--- config.mk ---
export PLATFORM = sky130hd
export DESIGN_NAME = adis16209_poller_flat
export DESIGN_NICKNAME = d
export VERILOG_FILES = /design/src/rtl/adis16209_poller_if.sv /design/src/rtl/adis16209_poller.sv /design/src/flat_wrapper.sv
export SDC_FILE = /design/constraint.sdc
export NUM_CORES = 1
export LEC_CHECK = 0
export CAP_MARGIN = 20
export CORE_MARGIN = 1.5
export CORE_UTILIZATION = 34
export CTS_CLUSTER_DIAMETER = 120
export DETAILED_ROUTE_END_ITERATION = 10
export GPL_ROUTABILITY_DRIVEN = 0
export HOLD_SLACK_MARGIN = 0.1
export PLACE_DENSITY = 0.54
export SETUP_SLACK_MARGIN = 0.05
export SLEW_MARGIN = 20
export SYNTH_ARGS = -nofsm -noshare
export SYNTH_HDL_FRONTEND = slang
export SYNTH_SLANG_ARGS = --single-unit
--- constraint.sdc ---
create_clock -name clock -period 3.15 [get_ports clock]
set_input_delay 0.945 -clock clock [delete_from_list [all_inputs] [get_ports clock]]
set_output_delay 0.945 -clock clock [all_outputs]
set_load 0.1 [all_outputs]
--- src/rtl/adis16209_poller_if.sv ---
// adis16209_poller_if: SPI engine handshake plus host byte-write request channel
interface adis16209_poller_if;
  logic spi_strobe_out;
  logic [15:0] spi_value_out;
  logic spi_strobe_in;
  logic [15:0] spi_value_in;
  logic wr_req;
  logic [5:0] wr_addr;
  logic [7:0] wr_data;
  logic wr_ack;
  modport master (
    output spi_strobe_out, spi_value_out, wr_ack,
    input spi_strobe_in, spi_value_in, wr_req, wr_addr, wr_data
  );
  modport slave (
    input spi_strobe_out, spi_value_out, wr_ack,
    output spi_strobe_in, spi_value_in, wr_req, wr_addr, wr_data
  );
endinterface

--- src/rtl/adis16209_poller.sv ---
// adis16209_poller: periodic pipelined ADIS16209 register sweep with host writes in the gaps
module adis16209_poller #(
  parameter int poll_period = 64000,
  parameter int stall_cycles = 640,
  parameter logic [5:0] addr0 = 6'h0C,
  parameter logic [5:0] addr1 = 6'h0E,
  parameter logic [5:0] addr2 = 6'h10,
  parameter logic [5:0] addr3 = 6'h0A
) (
  input logic clock,
  input logic reset,
  input logic enable,
  adis16209_poller_if.master bus,
  output logic [15:0] sample0,
  output logic [15:0] sample1,
  output logic [15:0] sample2,
  output logic [15:0] sample3,
  output logic sample_valid,
  output logic busy,
  output logic overrun
);
  localparam int pw = $clog2(poll_period);
  localparam int sw = $clog2(stall_cycles);
  typedef enum logic [2:0] {IDLE, ISSUE, WAIT_XFER, STALL, DONE} state_t;
  state_t state, state_next;
  logic [pw-1:0] period_cnt;
  logic [sw-1:0] stall_cnt;
  logic [2:0] idx;
  logic [15:0] shadow [4];
  logic [5:0] addr_sel;
  logic is_write, sweep_pending, wrap, running, write_ok, start_write, start_sweep, stall_done;
  always_comb begin
    wrap = period_cnt == '0;
    running = !is_write && (state == ISSUE || state == WAIT_XFER || state == STALL);
    // the acked request is still visible for one cycle; it must not launch a second write
    write_ok = bus.wr_req && !bus.wr_ack;
    start_write = state == IDLE && enable && write_ok;
    start_sweep = state == IDLE && enable && !write_ok && sweep_pending;
    stall_done = state == STALL && stall_cnt == '0;
    addr_sel = idx == 3'd1 ? addr1 : idx == 3'd2 ? addr2 : idx == 3'd3 ? addr3 : addr0;
    bus.spi_strobe_out = state == ISSUE;
    busy = state != IDLE;
    state_next = state;
    case (state)
      IDLE: state_next = (start_write || start_sweep) ? ISSUE : IDLE;
      ISSUE: state_next = WAIT_XFER;
      WAIT_XFER: state_next = bus.spi_strobe_in ? STALL : WAIT_XFER;
      STALL: state_next = !stall_done ? STALL : is_write ? IDLE : idx <= 3'd4 ? ISSUE : DONE;
      DONE: state_next = IDLE;
      default: state_next = IDLE;
    endcase
  end
  always_ff @(posedge clock) begin
    if (reset) begin
      state <= IDLE;
      period_cnt <= pw'(poll_period - 1);
      stall_cnt <= '0;
      idx <= '0;
      is_write <= 1'b0;
      sweep_pending <= 1'b0;
      overrun <= 1'b0;
      bus.spi_value_out <= '0;
      bus.wr_ack <= 1'b0;
      sample_valid <= 1'b0;
      shadow <= '{default: '0};
      {sample0, sample1, sample2, sample3} <= '0;
    end else begin
      state <= state_next;
      period_cnt <= wrap ? pw'(poll_period - 1) : period_cnt - 1'b1;
      bus.wr_ack <= stall_done && is_write;
      sample_valid <= state == DONE;
      if (start_write || start_sweep) begin
        is_write <= start_write;
        bus.spi_value_out <= start_write ? {2'b10, bus.wr_addr, bus.wr_data} : {2'b00, addr0, 8'h00};
      end
      if (stall_done && !is_write && idx <= 3'd4)
        bus.spi_value_out <= {2'b00, addr_sel, 8'h00};
      // the sensor answers one frame late: response k belongs to the address of transaction k-1
      if (state == WAIT_XFER && bus.spi_strobe_in) begin
        stall_cnt <= sw'(stall_cycles - 1);
        if (!is_write) begin
          idx <= idx + 3'd1;
          if (idx != 3'd0) shadow[2'(idx - 3'd1)] <= bus.spi_value_in;
        end
      end
      if (state == STALL && !stall_done) stall_cnt <= stall_cnt - 1'b1;
      if (state == DONE) begin
        idx <= '0;
        {sample0, sample1, sample2, sample3} <= {shadow[0], shadow[1], shadow[2], shadow[3]};
      end
      if (wrap && enable && (sweep_pending || running)) overrun <= 1'b1;
      if (wrap && enable && !sweep_pending && !running) sweep_pending <= 1'b1;
      else if ((state == ISSUE && !is_write && idx == 3'd0) || state == DONE) sweep_pending <= 1'b0;
    end
  end
endmodule

--- src/flat_wrapper.sv ---
// flat-port wrapper written by rule: the top's interface ports become plain ports
module adis16209_poller_flat 
#(
  parameter int poll_period = 64000,
  parameter int stall_cycles = 640,
  parameter logic [5:0] addr0 = 6'h0C,
  parameter logic [5:0] addr1 = 6'h0E,
  parameter logic [5:0] addr2 = 6'h10,
  parameter logic [5:0] addr3 = 6'h0A
)
  (clock, reset, enable, sample0, sample1, sample2, sample3, sample_valid, busy, overrun, bus_spi_strobe_out, bus_spi_value_out, bus_wr_ack, bus_spi_strobe_in, bus_spi_value_in, bus_wr_req, bus_wr_addr, bus_wr_data);
  adis16209_poller_if bus_i ();
  input logic clock;
  input logic reset;
  input logic enable;
  output logic [15:0] sample0;
  output logic [15:0] sample1;
  output logic [15:0] sample2;
  output logic [15:0] sample3;
  output logic sample_valid;
  output logic busy;
  output logic overrun;
  output wire logic [$bits(bus_i.spi_strobe_out)-1:0] bus_spi_strobe_out;
  output wire logic [$bits(bus_i.spi_value_out)-1:0] bus_spi_value_out;
  output wire logic [$bits(bus_i.wr_ack)-1:0] bus_wr_ack;
  input wire logic [$bits(bus_i.spi_strobe_in)-1:0] bus_spi_strobe_in;
  input wire logic [$bits(bus_i.spi_value_in)-1:0] bus_spi_value_in;
  input wire logic [$bits(bus_i.wr_req)-1:0] bus_wr_req;
  input wire logic [$bits(bus_i.wr_addr)-1:0] bus_wr_addr;
  input wire logic [$bits(bus_i.wr_data)-1:0] bus_wr_data;
  assign bus_spi_strobe_out = bus_i.spi_strobe_out;
  assign bus_spi_value_out = bus_i.spi_value_out;
  assign bus_wr_ack = bus_i.wr_ack;
  assign bus_i.spi_strobe_in = bus_spi_strobe_in;
  assign bus_i.spi_value_in = bus_spi_value_in;
  assign bus_i.wr_req = bus_wr_req;
  assign bus_i.wr_addr = bus_wr_addr;
  assign bus_i.wr_data = bus_wr_data;
  adis16209_poller #(.poll_period(poll_period), .stall_cycles(stall_cycles), .addr0(addr0), .addr1(addr1), .addr2(addr2), .addr3(addr3)) u_core (.clock(clock), .reset(reset), .enable(enable), .bus(bus_i), .sample0(sample0), .sample1(sample1), .sample2(sample2), .sample3(sample3), .sample_valid(sample_valid), .busy(busy), .overrun(overrun));
endmodule
== After elaboration in Yosys (flattened, before gate mapping) ==
Index checks and enable logic that the tools add are counted.

* Output and inout port bits: 85
* Logic and storage cells: 98
* Register bits: 181

* Reduce and logical (&&, ||, !) cells: 44
* $add $sub $neg: 4
* Mux-type cells: 19
* Magnitude comparators: 3
* Bitwise logic cells: 2
* Equal/unequal tests: 7

{| class="wikitable"
|+ Operators by type and width
! cell !! number
|-
| bitwise mux 64 bit || 1
|-
| demux 16 bit (select 2 bit) || 1
|-
| two-way mux 16 bit || 2
|-
| two-way mux 14 bit || 2
|-
| two-way mux 10 bit || 2
|-
| logical AND 1 bit || 19
|-
| zero test 16 bit || 1
|-
| subtractor 16 x 1 -> 16 bit (second input constant) || 1
|-
| equality test 3 x 2 -> 1 bit (second input constant) || 4
|-
| two-way mux 3 bit || 4
|-
| two-way mux 6 bit || 2
|-
| case mux 3 bit (4 select lines) || 1
|-
| zero test 10 bit || 1
|-
| subtractor 10 x 1 -> 10 bit (second input constant) || 1
|-
| equality test 3 x 1 -> 1 bit (second input constant) || 2
|-
| zero test 1 bit || 6
|-
| zero test 3 bit || 2
|-
| nonzero test 2 bit || 3
|-
| nonzero test 3 bit || 2
|-
| OR reduction 2 bit || 3
|-
| logical OR 1 bit || 5
|-
| two-way mux 1 bit || 4
|-
| adder 3 x 1 -> 3 bit (second input constant) || 1
|-
| equality test 3 bit (second input constant) || 1
|-
| 8 further kinds || 8
|}

== Logic depth before layout (Yosys ltp) ==
* Word-level depth: 8
* Gate-level depth with buffers: 8
* Mapped depth without buffers: 6

== Worst setup path before layout ==
OpenSTA, ideal clock, no wires.

* Kind: reg2out
* Start: register u_core.state[2]
* End: output port bus_spi_strobe_out
* Setup slack: -0.519 ns
* Stages on the path, launching flop included: 3
* Required time: 2.205 ns
* Arrival: 2.724 ns
* Path through: dfxtp_1 > clkbuf_1 > nor3b_1

* Longest elaborated chain between the ends: 1

{| class="wikitable"
|+ RTL lines
! element !! RTL line !! text
|-
| from (decl) || adis16209_poller.sv:25 || <nowiki>state_t state, state_next;</nowiki>
|-
| from (signal assigned) || adis16209_poller.sv:68 || <nowiki>state <= state_next;</nowiki>
|-
| equality test 3 x 1 -> 1 bit || adis16209_poller.sv:41 || <nowiki>bus.spi_strobe_out = state == ISSUE;</nowiki>
|-
| to (decl) || flat_wrapper.sv:23 || <nowiki>output wire logic [$bits(bus_i.spi_strobe_out)-1:0] bus_spi_strobe_out;</nowiki>
|}

No other way between the ends.

== Final worst setup path ==
* Start: register u_core.state[2]
* End: output port busy

* Longest elaborated chain between the ends: 1

{| class="wikitable"
|+ RTL lines
! element !! RTL line !! text
|-
| nonzero test 3 bit || adis16209_poller.sv:42 || <nowiki>busy = state != IDLE;</nowiki>
|-
| to (decl) || flat_wrapper.sv:21 || <nowiki>output logic busy;</nowiki>
|}

No other way between the ends.

==> flow_metrics.env <==
export IMPL_yosys_area_share_simple_pct=14.2
export IMPL_hold_class="reg -> reg"
export IMPL_drc_errors=0
export IMPL_postSynth_asyncResetShare_pct=0
export IMPL_cts_setup_buffers=0
export IMPL_drt_iter0_drc=218
export IMPL_num_vias=5040
export IMPL_yosys_most_used_dff="dfxtp_1"
export IMPL_critPathLaunchType="flop"
export IMPL_synth_xor_area_share_pct=1.57
export IMPL_syn_area_per_cell_sq_um=10.6
export IMPL_setup_viol=0
export IMPL_post_route_util_pct=43.9
export IMPL_area_delta_synth_final_pct=27.2
export IMPL_synth_fa_ha_area_share_pct=1.68
export IMPL_layout_drive_gt1_share_pct=19.1
export IMPL_place_hpwl_um=10500
export IMPL_rows=51
export IMPL_yosysUniqueCellTypes=59
export IMPL_grt_antenna_before_repair=0
export IMPL_htree_levels=4
export IMPL_fp_dieW_um=143
export IMPL_slew_headroom_pct=45.7
export IMPL_clock_path_buffers=2
export IMPL_clock_skew_ps=12.0
export IMPL_drtAntennaViolNets=0
export IMPL_syn_num_nets=674
export IMPL_postSynthCellCount=630
export IMPL_hold_violations=0
export IMPL_finalSetupTns_ps=0
export IMPL_seq_area_frac_synth_pct=53.9
export IMPL_drv_slew=0
export IMPL_track_usage_pct=15.6
export IMPL_first_pass_iters=4
export IMPL_rsz0062_at_grt="false"
export IMPL_worst_setup_path_type="reg -> out"
export IMPL_cts_buffers_inserted=17
export IMPL_vias_per_cell=4.98
export IMPL_maxClockFrequency_mhz=404
export IMPL_routed_wl_um=15700
export IMPL_finalCritPeriodShare_pct=78.6
export IMPL_crit_path_end_kind="primary output"
export IMPL_portBuffers=118
export IMPL_grt_pass1_wl_um=25000
export IMPL_grt_max_degree=66
export IMPL_yosysWarnings=0
export IMPL_rrSetupSlack_ps=1100
export IMPL_cts_sinks=180
export IMPL_fin_crit_ps=2480
export IMPL_io_pins=120
export IMPL_run_status="finished, final reports clean"
export IMPL_cap_violations=0
export IMPL_synth_compound_area_share_pct=15.2
export IMPL_clkTransAtPathRegs_ps=60
export IMPL_synthMuxAreaShare_pct=9.58
export IMPL_first_global_vias=4909
export IMPL_cts_tree="built"
export IMPL_cp_required_ps=2200
export IMPL_core_area_sq_um=19400
export IMPL_ys_seq_elements=180
export IMPL_nNetsFinal=782
export IMPL_die_area_sq_um=20500
export IMPL_diodes=0
export IMPL_clock_latency_ps=430
export IMPL_synth_area_sq_um=6690
export IMPL_wl_per_cell_um=15.5
export IMPL_synth_top_family_by_area="compound AO/OA/AOI/OAI gates"
export IMPL_grt_remaining_overflow=0
export IMPL_clk_root_buffer_cell="clkbuf_16"
export IMPL_power_density_cell_area_nw_per_um2=574
export IMPL_synth_edf_count=0
export IMPL_worst_ir_drop_vdd_mv=0.368
export IMPL_cp_max_fo=13
export IMPL_p_leak_nw=3.85
export IMPL_worstMarginPinSlew_ps=813
export IMPL_postCtsHoldBufs=0
export IMPL_die_h_um=143
export IMPL_arrival_ps=1530
export IMPL_start_util_pct=34.5
export IMPL_ctsResizeCount=0
## layer usage
| layer | track usage (%) | routed length, um | share of wire (%) |
|---|---|---|---|
| met2 | 26.8 | 7610 | 49 |
| met4 | 5.85 | 293 | 1.9 |
| met1 | 19.2 | 7280 | 46 |
| met3 | 3.32 | 495 | 3.2 |
| met5 | 0 | 0 | 0 |
## cells in the final DEF (no fill, tap or decap), types with 11 or more instances in the layout
cell	count
nand2_1	19
nor3_1	14
nor2_1	91
a21oi_1	11
clkbuf_16	17
dfxtp_1	180
buf_4	96
inv_1	14
clkdlybuf4s50_1	33
mux2i_1	64
a22oi_1	12
a22o_1	65
## cell families (layout without fill, tap and decap cells)
group / Yosys count / after routing
flip-flops: 180 / 180
multiplexers: 64 / 64
adder cells (fa/ha/maj): 9 / 9
AO/OA/AOI/OAI: 126 / 126
other: 1 / 1
XOR/XNOR: 12 / 12
AND/OR/NAND/NOR: 182 / 182
buffers and inverters: 56 / 174
## layout make-up
cell class,count,area (sq um)
inverters,14,52.6
flip-flops and latches,180,3600
repair buffers,131,1090
clock buffers,18,429
multi-input cells,394,2850
clock inverters,11,151
fillers,1884,10900
well taps,265,332
## synth_stat cells (all sizes together) (3+ instances only)
master | number | area share (%)
dfxtp | 180 | 54
nor2 | 92 | 5.2
a22o | 65 | 8.5
mux2i | 64 | 9.6
clkbuf | 22 | 1.3
buf | 20 | 1.8
nand2 | 19 | 1.1
inv | 14 | 0.79
nor3 | 14 | 1.0
a21oi | 12 | 0.95
a22oi | 12 | 1.3
ha | 9 | 1.7
a211oi | 8 | 0.90
nand3 | 7 | 0.71
nand4 | 7 | 1.0
nor4 | 6 | 1.0
xnor2 | 6 | 0.79
xor2 | 6 | 0.79
a311oi | 5 | 0.65
nand2b | 5 | 0.47
o21ai | 5 | 0.37
nor2b | 4 | 0.37
a31oi | 3 | 0.51
and2 | 3 | 0.28
and4 | 3 | 0.39
nand4b | 3 | 0.39
o21a | 3 | 0.34
or2 | 3 | 0.28
or4 | 3 | 0.39
## registers in the layout, summed over array words and instances, names as in the netlist, 3 cells and up
signal and flops:
u_core.sample3 16, u_core.state 3, u_core.sample2 16, u_core.sample0 16
u_core.sample1 16, u_core.shadow 64, u_core.stall_cnt 10, u_core.bus.spi_value_out 15
u_core.idx 3, u_core.period_cnt 16
## stage by stage
stage	instance area, sq um	setup slack [ps]	std cells	total power (W)	hold WS, ps
floorplan	6690	477	630	0.00267	395
global placement	7930	545	984	0.00280	410
detailed placement	7930	494	984	0.00280	420
CTS	8510	669	1013	0.00494	436
global route	8510	611	1013	0.00506	460
finish	8510	675	1013	0.00488	428
## path summary, 6_finish.rpt
path                        startpoint                           to  cells after the start
setup / recovery       u_core.state[2]                         busy                      2
hold / removal    u_core.period_cnt[0]         u_core.period_cnt[0]                      1
setup reg to reg   u_core.stall_cnt[2]  u_core.bus.spi_value_out[8]                      4
hold reg to reg   u_core.period_cnt[0]         u_core.period_cnt[0]                      1
## where the power goes
part	internal, W	total (W)	switching [W]
Sequential	0.00230	0.00233	0.0000302
Clock	0.00124	0.00213	0.000890
Combinational	0.000136	0.000417	0.000281
## critical path, cell delays in order (launching register included)
cell and delay (ps):
dfxtp_1 630, or3_1 190, buf_4 290
Note: power is estimated with default switching activity, not from simulation.
